File: config.mk
export PLATFORM = sky130hd
export DESIGN_NAME = regfile_dump_reader_flat
export DESIGN_NICKNAME = d
export VERILOG_FILES = /design/src/rtl/rf_dbg_pkg.sv /design/src/rtl/regfile_dump_reader_if.sv /design/src/rtl/regfile_dump_reader.sv /design/src/flat_wrapper.sv
export SDC_FILE = /design/constraint.sdc
export NUM_CORES = 1
export LEC_CHECK = 0
export CAP_MARGIN = 10
export CORE_ASPECT_RATIO = 0.5
export CORE_MARGIN = 1.5
export CORE_UTILIZATION = 39
export CTS_BUF_LIST = sky130_fd_sc_hd__clkbuf_2
export DETAILED_ROUTE_END_ITERATION = 8
export PLACE_DENSITY = 0.73
export SETUP_SLACK_MARGIN = 0.4
export SLEW_MARGIN = 20
export SYNTH_ARGS = -nofsm -noshare
export SYNTH_HDL_FRONTEND = slang
export SYNTH_SLANG_ARGS = --single-unit
File: constraint.sdc
create_clock -name clk -period 2.35 [get_ports clk]
set_clock_uncertainty 0.1 [all_clocks]
set_input_delay 0.47 -clock clk [delete_from_list [all_inputs] [get_ports clk]]
set_output_delay 0.47 -clock clk [all_outputs]
set_load 0.05 [all_outputs]
File: src/rtl/rf_dbg_pkg.sv
// Shared definitions for the register-file debug reader and register_file users.
package rf_dbg_pkg;

  localparam int ADDRESS_WIDTH = 5;
  localparam int DATA_WIDTH    = 32;

  typedef enum logic [1:0] {
    IDLE  = 2'd0,
    FETCH = 2'd1,
    SEND  = 2'd2,
    DONE  = 2'd3
  } dump_state_t;

endpackage

File: src/rtl/regfile_dump_reader_if.sv
// Output beat stream of the register-file dump reader.
//
// Handshake: a beat transfers on a rising clk edge where out_valid and
// out_ready are both high. Once out_valid rises, the master holds out_valid,
// out_data, out_addr and out_last unchanged until that transfer happens.
// out_ready may be driven freely by the consumer.
interface regfile_dump_reader_if #(
  parameter int AW = rf_dbg_pkg::ADDRESS_WIDTH,
  parameter int DW = rf_dbg_pkg::DATA_WIDTH
) ();

  logic          out_valid;
  logic          out_ready;
  logic [DW-1:0] out_data;
  logic [AW-1:0] out_addr;
  logic          out_last;

  modport master (
    output out_valid,
    input  out_ready,
    output out_data,
    output out_addr,
    output out_last
  );

  modport slave (
    input  out_valid,
    output out_ready,
    input  out_data,
    input  out_addr,
    input  out_last
  );

endinterface

File: src/rtl/regfile_dump_reader.sv
// Walks a register range through a spare asynchronous read port of the
// register file and streams one beat per register. Each value is snapshotted
// in FETCH, so later writes to that register do not alter the pending beat.
module regfile_dump_reader
  import rf_dbg_pkg::*;
#(
  parameter int AW = ADDRESS_WIDTH,
  parameter int DW = DATA_WIDTH
) (
  input  logic                  clk,
  input  logic                  rst,
  input  logic                  start,
  input  logic [AW-1:0]         first_addr,
  input  logic [AW-1:0]         last_addr,
  output logic [AW-1:0]         rf_addr,
  input  logic [DW-1:0]         rf_data,
  output logic                  busy,
  output logic                  done,
  output dump_state_t           dbg_state,
  regfile_dump_reader_if.master out_if
);

  dump_state_t   r_state;
  dump_state_t   w_next;
  logic [AW-1:0] r_ptr;
  logic [AW-1:0] r_last_q;
  logic [DW-1:0] r_out_data;
  logic [AW-1:0] r_out_addr;
  logic          r_out_last;
  logic          r_out_valid;
  logic          r_busy;
  logic          r_done;
  logic          w_hs;

  assign w_hs = r_out_valid & out_if.out_ready;

  // Next-state decode; start only matters in IDLE, and an empty range skips straight to DONE.
  always_comb begin
    w_next = r_state;
    case (r_state)
      IDLE:    if (start) w_next = (first_addr <= last_addr) ? FETCH : DONE;
      FETCH:   w_next = SEND;
      SEND:    if (w_hs) w_next = r_out_last ? DONE : FETCH;
      DONE:    w_next = IDLE;
      default: w_next = IDLE;
    endcase
  end

  // State, range pointer and registered outputs; status flags follow the state being entered.
  always_ff @(posedge clk) begin
    if (rst) begin
      r_state     <= IDLE;
      r_ptr       <= '0;
      r_last_q    <= '0;
      r_out_data  <= '0;
      r_out_addr  <= '0;
      r_out_last  <= 1'b0;
      r_out_valid <= 1'b0;
      r_busy      <= 1'b0;
      r_done      <= 1'b0;
    end else begin
      r_state     <= w_next;
      r_out_valid <= (w_next == SEND);
      r_busy      <= (w_next != IDLE);
      r_done      <= (w_next == DONE);
      case (r_state)
        IDLE: begin
          if (start && (first_addr <= last_addr)) begin
            r_ptr    <= first_addr;
            r_last_q <= last_addr;
          end
        end
        FETCH: begin
          r_out_data <= rf_data;
          r_out_addr <= r_ptr;
          r_out_last <= (r_ptr == r_last_q);
        end
        SEND: begin
          // Pointer stops at last_q, so a range ending at the top never wraps.
          if (w_hs && !r_out_last) r_ptr <= r_ptr + AW'(1);
        end
        default: ;
      endcase
    end
  end

  // The read port sees the pointer only while fetching; it idles at register 0.
  assign rf_addr = (r_state == FETCH) ? r_ptr : '0;

  assign busy             = r_busy;
  assign done             = r_done;
  assign dbg_state        = r_state;
  assign out_if.out_valid = r_out_valid;
  assign out_if.out_data  = r_out_data;
  assign out_if.out_addr  = r_out_addr;
  assign out_if.out_last  = r_out_last;

endmodule
File: src/flat_wrapper.sv
// flat-port wrapper written by rule: the top's interface ports become plain ports
module regfile_dump_reader_flat import rf_dbg_pkg::*;
#(
  parameter int AW = ADDRESS_WIDTH,
  parameter int DW = DATA_WIDTH
)
  (clk, rst, start, first_addr, last_addr, rf_addr, rf_data, busy, done, dbg_state, out_if_out_valid, out_if_out_ready, out_if_out_data, out_if_out_addr, out_if_out_last);
  regfile_dump_reader_if #(.AW(AW), .DW(DW)) out_if_i ();
  input  logic clk;
  input  logic rst;
  input  logic start;
  input  logic [AW-1:0] first_addr;
  input  logic [AW-1:0] last_addr;
  output logic [AW-1:0] rf_addr;
  input  logic [DW-1:0] rf_data;
  output logic busy;
  output logic done;
  output dump_state_t dbg_state;
  output wire logic [$bits(out_if_i.out_valid)-1:0] out_if_out_valid;
  input wire logic [$bits(out_if_i.out_ready)-1:0] out_if_out_ready;
  output wire logic [$bits(out_if_i.out_data)-1:0] out_if_out_data;
  output wire logic [$bits(out_if_i.out_addr)-1:0] out_if_out_addr;
  output wire logic [$bits(out_if_i.out_last)-1:0] out_if_out_last;
  assign out_if_out_valid = out_if_i.out_valid;
  assign out_if_i.out_ready = out_if_out_ready;
  assign out_if_out_data = out_if_i.out_data;
  assign out_if_out_addr = out_if_i.out_addr;
  assign out_if_out_last = out_if_i.out_last;
  regfile_dump_reader #(.AW(AW), .DW(DW)) u_core (.clk(clk), .rst(rst), .start(start), .first_addr(first_addr), .last_addr(last_addr), .rf_addr(rf_addr), .rf_data(rf_data), .busy(busy), .done(done), .dbg_state(dbg_state), .out_if(out_if_i));
endmodule
* Word level (Yosys, flattened, before mapping)
Cells that the tools add are included.
W data, S select, Z words.
** Word-level totals
- Memories kept :: 0
- Output and inout port bits :: 48
- Register bits :: 53
- Latch bits :: 0
- ROM bits :: 0
- Memory bits (writable) :: 0
- Logic and storage cells :: 37
- Input port bits :: 46
** Cells by class
- Bitwise logic cells :: 1
- Eq/ne operators :: 8
- Reductions and logical operators :: 8
- Shift operators :: 0
- Add/sub/neg operators :: 1
- Magnitude comparators :: 1
- Div/mod/pow operators :: 0
- Multiplexer cells :: 9
- Multiply operators :: 0
** Operators with widths (count)
- $mux W5 :: 3
- $pmux W5 S2 :: 1
- $eq A2 B2 Y1 const B :: 4
- $mux W2 :: 4
- $pmux W2 S4 :: 1
- $add A5 B1 Y5 const B :: 1
- $eq A5 B5 Y1 :: 1
- $le A5 B5 Y1 :: 1
- $ne A2 B1 Y1 const B :: 2
- $reduce_bool A2 Y1 :: 2
- $reduce_and A3 Y1 :: 1
- $eq A2 B1 Y1 const B :: 1
- $logic_and A1 B1 Y1 :: 2
- $logic_not A2 Y1 :: 1
- $reduce_and A2 Y1 :: 1
- $and A1 B1 Y1 :: 1
- $logic_not A1 Y1 :: 1

* Logic depth before layout (Yosys ltp)
Gate-level depths: netlist of the first run.
- Word-level depth :: 5
- Gate-level depth with buffers :: 7

* Worst setup path after synthesis of the first run
Ideal clock, no wire load.
- Path kind :: register -> output
- From :: register u_core.r_state[0], in the netlist u_core.dbg_state[0]
- To :: output rf_addr[2]
- Slack :: 0.090 ns
- Arrival time :: 1.690 ns
- Cell stages (with the launch flop) :: 6
- Buffers on the path :: 2
- Data required time :: 1.780 ns
- Cell sequence :: dfxtp_1 buf_4 nor2b_1 buf_2 nand2_1 inv_1
** Between the ends
- Word-level cells in the longest chain between the ends :: 2
** Ends and longest elaborated chain
- from (decl) :: line regfile_dump_reader.sv:23 : dump_state_t r_state;
- from (signal assigned) :: line regfile_dump_reader.sv:62 : r_state <= w_next;
- $eq A2 B1 Y1 :: line regfile_dump_reader.sv:88 : assign rf_addr = (r_state == FETCH) ? r_ptr : '0;
- $mux W5 :: line regfile_dump_reader.sv:88
- to (decl) :: line flat_wrapper.sv:14 : output logic [AW-1:0] rf_addr;
No other way between the ends.

* Worst setup path after layout of the first run
- From :: register u_core.r_state[1], in the netlist u_core.dbg_state[1]
- To :: output rf_addr[1]
Same word-level chain as after synthesis.

==> results.toml, run 1 <==
[drt]
num_vias = 2419
initialDrtViolationCount = 103
drc_errors = 0
routed_wl_mm = 6.58
first_pass_iters = 4
vias_per_cell = 5.10
ant_nets = 0
wl_per_cell_um = 13.9

[synthesis]
synth-seq-cells = 53
postSynthCellCount = 295
synth_nets = 347
ys.flop_type = "dfxtp_1"
synth.avg_cell_area_um2 = 8.08
syn_area_um2 = 2380
yosysTopAreaCell = "dfxtp_1"
synth.top_cells.by_area = "dfxtp_1, nand2_1, a21oi_1, ha_1, mux2i_1"
ys_types = 47
ys_async_sr_fraction_pct = 0
post-synth-top-count-cell = "nand2_1"
synth.top_cell.area_share_pct = 44.5
yosysSeqAreaShare_pct = 44.5
synthTopCellsByCount = "nand2_1, dfxtp_1, a21oi_1, inv_1, clkbuf_1"
synth-edff-count = 0
ys.warnings.count = 0

[finish]
utilization_pct = 63.5
stdcell_area_um2 = 3610
finalNetCount = 453
n_antenna_cell = 0
seq_area_um2 = 1070
drive_gt1_share_pct = 26.2
area_growth_pct = 51.3
fillers = 507
multi_input_comb_area_um2 = 1300
final_cells = 474

[floorplanning]
core_area_um2 = 5680
rows = 19
die_w_um = 114
ios = 94
die_h_um = 58.3
initial_core_util_pct = 42.0
die_area_um2 = 6620

[power_and_ir_drop]
power.total_mw = 2.08
p_sw_share_pct = 36.6
p_per_area_nw_per_um2 = 577
p_sw_mw = 0.763
pwr-share-clk_pct = 16.6
pwr-share-seq_pct = 49.4
intPower_mw = 1.32
combPwrFrac_pct = 34.0
peakVddDrop_mv = 0.354
total_leakage_power_nw = 1.47

[global_routing]
grt_pass1_vias = 2283
grt_overflow = 0
grt_use_total_pct = 19.9
grt_pass1_wl_mm = 10.6
antenna_found_initial = 0
grt_max_degree = 32

[timing]
min_period_ps = 2020
rsz0062_at_grt = "yes"
setup_violations = 0
timing.setup.tns_ps = 0
layout_worst_path_cycle_share_pct = 85.9
hold_viol = 0
slew_headroom_pct = 66.8
tightest_slew_ps = 500
max_freq_mhz = 496
drv_slew = 0

[flow_run]
maxCapViolCount = 0

[placement]
dp.cells = 458
gp_congestion = 0.846
io_buffers = 93
postPlaceCellArea_um2 = 3550
hpwlAfterDp_mm = 4.77

[cts]
cts_tree = "yes"
clk_pin_slew_worst_paths_ps = 270
numCtsBuffers = 5
clock_path_buffers = 2
htreeDepth = 2
cts_num_sinks = 53
clock_latency_ps = 440
clk_root_buffer_cell = "clkbuf_2"

[worst_setup_path]
cp.arrival_ps = 1450
worstPathMaxFanout = 7
startpoint_type = "flop"
path_class = "reg2out"
endpoint_kind = "primary output"
required_ps = 1780

[status]
status = "finished clean"

[worst_hold_path]
hp-class = "in2reg"
-- cell usage in the layout, fill, tap and decap left out, drive strengths merged, types with 7 or more instances in the layout --
cell | synthesis | final
nand2 | 93 | 93
dfxtp | 53 | 53
a21oi | 43 | 43
clkbuf | 13 | 36
clkdlybuf4s50 | 0 | 34
buf | 5 | 32
inv | 14 | 9
clkdlybuf4s15 | 0 | 8
nor2 | 7 | 7
nor3 | 7 | 7
-- stage by stage --
step,hold slack [ps],setup slack (ps)
5_1_grt,164,241
2_1_floorplan,346,382
3_3_place_gp,342,-169
3_5_place_dp,345,-216
6_report,188,332
4_1_cts,296,333
-- cell type report --
class	instances	area share [%]
multi-input cells	210	36.1
clock buffers	5	0.693
clock inverters	2	0.312
inverters	14	1.98
well taps	73	2.53
flip-flops and latches	53	29.6
repair buffers	117	28.7
-- power groups by stage --
stage,combinational (mW),clock [mW],sequential (mW)
CTS,0.689,0.353,1.03
finish,0.709,0.345,1.03
global placement,0.671,0,1.05
detailed placement,0.680,0,1.05
global route,0.760,0.395,1.04
floorplan,0.287,0,1.18
-- layer usage --
metal / wire length (um) / track usage, % / up-vias / share of wire (%)
met3: 408 / 3.40 / 7 / 6.2
li1: - / - / 1205 / -
met5: 0 / 0 / - / 0
met1: 2900 / 25.6 / 1133 / 44
met4: 63 / 5.00 / 0 / 0.96
met2: 3210 / 35.7 / 74 / 49
-- logic make-up (layout without fill, tap and decap cells) --
kind of cell	count (synthesis)	count (layout)	synth area share [%]
DFF	53	53	44.5
AOI/OAI and AO/OA	70	70	19.7
buffers and inverters	32	138	5.51
muxes	7	7	2.99
adders and majority gates	6	6	3.15
xor gates and xnor gates	5	5	1.84
and+or+nand+nor	122	122	22.4
-- state kept, by name, summed over array words and instances, names as in the netlist --
register and count:
u_core.busy 1, u_core.dbg_state 2, u_core.done 1, u_core.out_if.out_addr 5, u_core.out_if.out_data 32, u_core.out_if.out_last 1, u_core.out_if.out_valid 1, u_core.r_last_q 5
u_core.r_ptr 5
-- path summary, 6_finish.rpt --
path                                                        startpoint                                     end  slack (ps)  cells after the start
worst max-delay path                    u_core.dbg_state[1]$_SDFF_PP0_                              rf_addr[1]         330                      4
worst min-delay path                                      last_addr[4]         u_core.r_last_q[4]$_SDFFE_PP0P_         190                      3
worst max register to register            u_core.r_ptr[1]$_SDFFE_PP0P_            u_core.r_ptr[1]$_SDFFE_PP0P_         530                      5
worst min register to register  u_core.out_if.out_data[2]$_SDFFE_PP0N_  u_core.out_if.out_data[2]$_SDFFE_PP0N_         370                      2
-- worst max-delay path, cell delays in order, from the launching register on --
cell	delay, ps
dfxtp_4	420
nor2b_4	230
nand2_2	110
clkinvlp_4	110
buf_12	130
-- what timing repair did --
item / CTS / global route
resized for setup: 69 / 83
hold endpoints to repair: 0 / 0
pin swaps: 9 / 8
hold buffers: 0 / 0
setup buffers: 5 / 4
gates cloned: 0 / 0
endpoints found under the setup margin: 59 / 58
Power figures use the tool's default switching activity.
==> inputs of run 2 (changes only) <==
--- a/config.mk
+++ b/config.mk
@@ -11,7 +11,7 @@
 export CORE_UTILIZATION = 39
 export CTS_BUF_LIST = sky130_fd_sc_hd__clkbuf_2
 export DETAILED_ROUTE_END_ITERATION = 8
-export PLACE_DENSITY = 0.73
+export PLACE_DENSITY = 0.78
 export SETUP_SLACK_MARGIN = 0.4
 export SLEW_MARGIN = 20
 export SYNTH_ARGS = -nofsm -noshare
==> run 2 against run 1 <==
Against the previous run: clock power increased by 5%; sequential power about the same; sequential share of layout area increased by 0.63 points; flip-flop and latch count unchanged; first-iteration DRC count increased by 8.7%; wire length increased by 4.2%; global-route usage increased by 0.23 points; highest routed layer unchanged; non-clock buffer count increased by 2; cell count increased by 0.63%; worst hold slack improved by 120 ps; maximum frequency increased by 1.0%.
==> results.toml, run 2 (same netlist as run 1, synthesis figures left out) <==
[drt]
vias_per_cell = 5.09
ant_nets = 0
initialDrtViolationCount = 112
drc_errors = 0
num_vias = 2430
first_pass_iters = 4
routed_wl_mm = 6.85
wl_per_cell_um = 14.4

[cts]
clk_root_buffer_cell = "clkbuf_2"
numCtsBuffers = 5
cts_hold_buf = 0
clock_path_buffers = 2
cts_num_sinks = 53
clk_pin_slew_worst_paths_ps = 280
htreeDepth = 2
cts_tree = "yes"
clock_latency_ps = 440

[timing]
max_freq_mhz = 501
min_period_ps = 2000
rsz0062_at_grt = "yes"
setup_violations = 0
layout_worst_path_cycle_share_pct = 85.0
drv_slew = 0
slew_headroom_pct = 65.8
tightest_slew_ps = 511
hold_viol = 0

[worst_setup_path]
startpoint_type = "flop"
required_ps = 1780
cp.arrival_ps = 1430
worstPathMaxFanout = 6
path_class = "reg2out"
endpoint_kind = "primary output"

[placement]
io_buffers = 93
postPlaceCellArea_um2 = 3550
gp_congestion = 0.943
hpwlAfterDp_mm = 4.89

[power_and_ir_drop]
peakVddDrop_mv = 0.267
total_leakage_power_nw = 1.42
p_per_area_nw_per_um2 = 591

[floorplanning]
initial_core_util_pct = 42.0
core_area_um2 = 5680
die_area_um2 = 6620
ios = 94
rows = 19
die_w_um = 114
die_h_um = 58.3

[finish]
utilization_pct = 62.3
stdcell_area_um2 = 3540
largest_register_ffs = 32
drive_gt1_share_pct = 28.0
area_growth_pct = 48.3
layout_commonest_cell = "nand2_1"
n_antenna_cell = 0
final_cell_mix = "nand2_1, dfxtp_1, clkbuf_2"
finalNetCount = 455

[global_routing]
grt_max_degree = 42
antenna_found_initial = 0
grt_overflow = 0
grt_pass1_vias = 2329
grt_use_total_pct = 20.2
grt_pass1_wl_mm = 10.6

[worst_hold_path]
hp-class = "in2reg"

[status]
status = "finished clean"

[flow_run]
maxCapViolCount = 0
[run 2: cell count changes in the layout (fill, tap and decap cells not counted), moves of 2 or more]
cell             before  now
buf_4                21   24
dlymetal6s2s_1        6    0
clkdlybuf4s50_1      34   37
clkdlybuf4s15_1       8    1
buf_2                 3    1
clkbuf_2             36   44
dlygate4sd2_1         5    8
buf_12                8    6
[run 2: layer usage]
metal  GRT usage (%)  up-vias  share of wire, %
li1                -     1212                 -
met1            23.1     1133                43
met2            39.3       80                51
met3            4.43        5               5.6
met4            4.29        0              0.64
met5               0        -                 0
[run 2: critical path: stages (launching register included)]
cell and delay (ps):
dfxtp_4 430, nor2b_4 220, nand2_2 110, clkinvlp_4 110, buf_12 130
[run 2: where the power goes]
group | total, mW | internal [mW] | switching (mW) | leakage, nW
clock | 0.362 | 0.0711 | 0.291 | 0.0304
sequential | 1.03 | 0.967 | 0.0647 | 0.434
combinational | 0.699 | 0.280 | 0.419 | 0.959
[run 2: worst paths after layout]
kind,depth (start not counted),from,slack (ps),end
worst min register to register,2,u_core.out_if.out_data[2]$_SDFFE_PP0N_,370,u_core.out_if.out_data[2]$_SDFFE_PP0N_
worst max register to register,7,u_core.dbg_state[0]$_SDFF_PP0_,550,u_core.r_ptr[3]$_SDFFE_PP0P_
worst max-delay path,4,u_core.dbg_state[1]$_SDFF_PP0_,350,rf_addr[4]
worst min-delay path,3,last_addr[2],310,u_core.r_last_q[2]$_SDFFE_PP0P_
[run 2: layout make-up]
cell class,count,area [um^2]
Clock buffer,5,25.0
Clock inverter,3,17.5
Inverter,14,71.3
Sequential cell,53,1070
Multi-Input combinational cell,210,1280
Timing Repair Buffer,119,983
Fill cell,505,2140
Tap cell,73,91.3
[run 2: metrics by stage]
stage	instances	power, mW	hold WS [ps]	setup slack, ps	TNS, ps
floorplan	295	1.47	346	382	0
finish	477	2.09	309	352	0
global placement	457	1.71	342	-161	-1240
global route	477	2.20	302	244	0
CTS	473	2.09	296	353	0
detailed placement	457	1.73	346	-221	-1820
[run 2: timing repair]
| action | in CTS | in global routing |
|---|---|---|
| setup buffers | 8 | 4 |
| gates resized for setup | 80 | 76 |
| endpoints found under the setup margin | 59 | 52 |
| pin swaps | 5 | 3 |
==> inputs of run 3 (changes only) <==
--- a/config.mk
+++ b/config.mk
@@ -7,7 +7,6 @@
 export LEC_CHECK = 0
 export CAP_MARGIN = 10
 export CORE_ASPECT_RATIO = 0.5
-export CORE_MARGIN = 1.5
 export CORE_UTILIZATION = 39
 export CTS_BUF_LIST = sky130_fd_sc_hd__clkbuf_2
 export DETAILED_ROUTE_END_ITERATION = 8
==> run 3 against run 2 <==
Against the previous run: wire length is 0.93% lower; worst setup slack gained 2.0 ps; core utilization decreased by 0.42 points; highest routed layer unchanged; cell count down 0.63%; critical path depth did not move; final area decreased by 0.67%; flip-flop and latch count did not move; combinational power fell by 1%; sequential power about the same; first-iteration DRC count fell by 8.0%.
==> results.toml, run 3 (same netlist as run 1, synthesis figures left out) <==
[status]
status = "finished clean"

[cts]
clk_pin_slew_worst_paths_ps = 270
cts_tree = "yes"
clock_path_buffers = 2
cts_num_sinks = 53
clk_root_buffer_cell = "clkbuf_2"
numCtsBuffers = 5
clock_latency_ps = 420
htreeDepth = 2

[worst_hold_path]
worst_hold_path.num_cells = 3
min-delay-start = "last_addr[3]"
hp-class = "in2reg"
hold-path-endpoint = "u_core.r_last_q[3]$_SDFFE_PP0P_"

[global_routing]
grt_max_degree = 40
grt_pass1_wl_mm = 11.0
antenna_found_initial = 0
grt_overflow = 0
grt_use_total_pct = 21.3
grt_pass1_vias = 2333

[floorplanning]
core_area_um2 = 5680
die_w_um = 113
die_area_um2 = 6450
ios = 94
die_h_um = 57.3
rows = 19
initial_core_util_pct = 42.0

[drt]
wl_per_cell_um = 14.3
num_vias = 2412
drc_errors = 0
routed_wl_mm = 6.79
initialDrtViolationCount = 103
ant_nets = 0
first_pass_iters = 4
vias_per_cell = 5.09

[finish]
multi_input_comb_area_um2 = 1280
fillers = 508
n_antenna_cell = 0
final_cells = 474
drive_gt1_share_pct = 27.2
final_cell_mix = "nand2_1, dfxtp_1, clkbuf_2"
largest_register_ffs = 32
layout_commonest_cell = "nand2_1"
finalNetCount = 452
seq_area_um2 = 1070
area_growth_pct = 47.3

[timing]
setup_violations = 0
rsz0062_at_grt = "yes"
hold_viol = 0
timing.setup.tns_ps = 0
max_freq_mhz = 501
tightest_slew_ps = 494
setup_ws_ps = 354
layout_worst_path_cycle_share_pct = 84.9
drv_slew = 0
slew_headroom_pct = 66.9
min_period_ps = 2000

[power_and_ir_drop]
p_per_area_nw_per_um2 = 594
power.total_mw = 2.09
total_leakage_power_nw = 1.41
peakVddDrop_mv = 0.294

[worst_setup_path]
crit_start = "u_core.dbg_state[0]$_SDFF_PP0_"
rr_startpoint = "u_core.r_ptr[0]$_SDFFE_PP0P_"
cp_cell_sequence = "nor2b_4, nand2_2, clkinvlp_4, buf_12"
cp_slowest_cell = "dfxtp_4"
path_class = "reg2out"
startpoint_type = "flop"
worstPathMaxFanout = 6
crit_family = "flip-flops"
required_ps = 1780
crit_buf_inv = 2
rrSetupSlack_ps = 550
slowest_delay_ps = 420
reg2reg_to = "u_core.r_ptr[4]$_SDFFE_PP0P_"
cp.arrival_ps = 1430
endpoint_kind = "primary output"
reg2reg_depth = 6

[placement]
hpwlAfterDp_mm = 4.91
pre_cts_slack_ps = -234
gp_congestion = 0.920
io_buffers = 93
dp.cells = 455

[flow_run]
maxCapViolCount = 0
==> run 3: where the power goes <==
part / total, mW / switching (mW) / leakage (nW) / internal, mW
clock: 0.365 / 0.283 / 0.0292 / 0.0822
combinational: 0.689 / 0.417 / 0.947 / 0.273
sequential: 1.03 / 0.0655 / 0.433 / 0.966
total: 2.09 / 0.765 / 1.41 / 1.32
==> run 3: timing repair <==
| action | CTS | global route |
|---|---|---|
| hold buffers | 0 | 0 |
| gates resized for setup | 71 | 81 |
| buffers inserted | 8 | 3 |
| pin swaps | 7 | 3 |
| endpoints found under the setup margin | 58 | 53 |
==> run 3: layer usage <==
| metal | global-route usage, % | share of wire [%] | vias up |
|---|---|---|---|
| met2 | 39.7 | 51 | 82 |
| met3 | 3.51 | 5.2 | 6 |
| met5 | 0 | 0 | - |
| met1 | 26.4 | 43 | 1121 |
| li1 | - | - | 1203 |
| met4 | 4.76 | 0.72 | 0 |
==> run 3: cell type report <==
class / count / area share (%)
clock inverters: 1 / 0.214
clock buffers: 7 / 0.997
repair buffers: 116 / 27.3
flip-flops and latches: 53 / 30.4
well taps: 73 / 2.60
multi-input cells: 210 / 36.5
inverters: 14 / 2.03
==> run 3: metrics by stage <==
stage               cell area (um^2)  util [%]  hold WS (ps)
floorplan                       2430         -           346
global placement                3520      61.9           342
detailed placement              3520      61.9           346
CTS                             3620      63.8           297
global route                    3510      61.8           283
finish                          3510      61.8           308
==> run 3: worst max-delay path by stage <==
| stage | end | slack (ps) | depth (start not counted) |
|---|---|---|---|
| final | rf_addr[0] | 350 | 4 |
| after global routing | rf_addr[2] | 240 | 4 |
| after CTS | rf_addr[0] | 350 | 4 |
| after detailed placement | u_core.r_ptr[1]$_SDFFE_PP0P_ | -230 | 8 |
| after global placement | u_core.r_ptr[1]$_SDFFE_PP0P_ | -170 | 8 |
| after floorplan | u_core.r_ptr[1]$_SDFFE_PP0P_ | 380 | 7 |
==> run 3: worst register-to-register path, delay by kind of cell, from the launching register on <==
family                     cells  cell delay, ps
DFF                            1             610
AOI/OAI and AO/OA              3             480
and+or+nand+nor                2             290
adders and majority gates      1             260
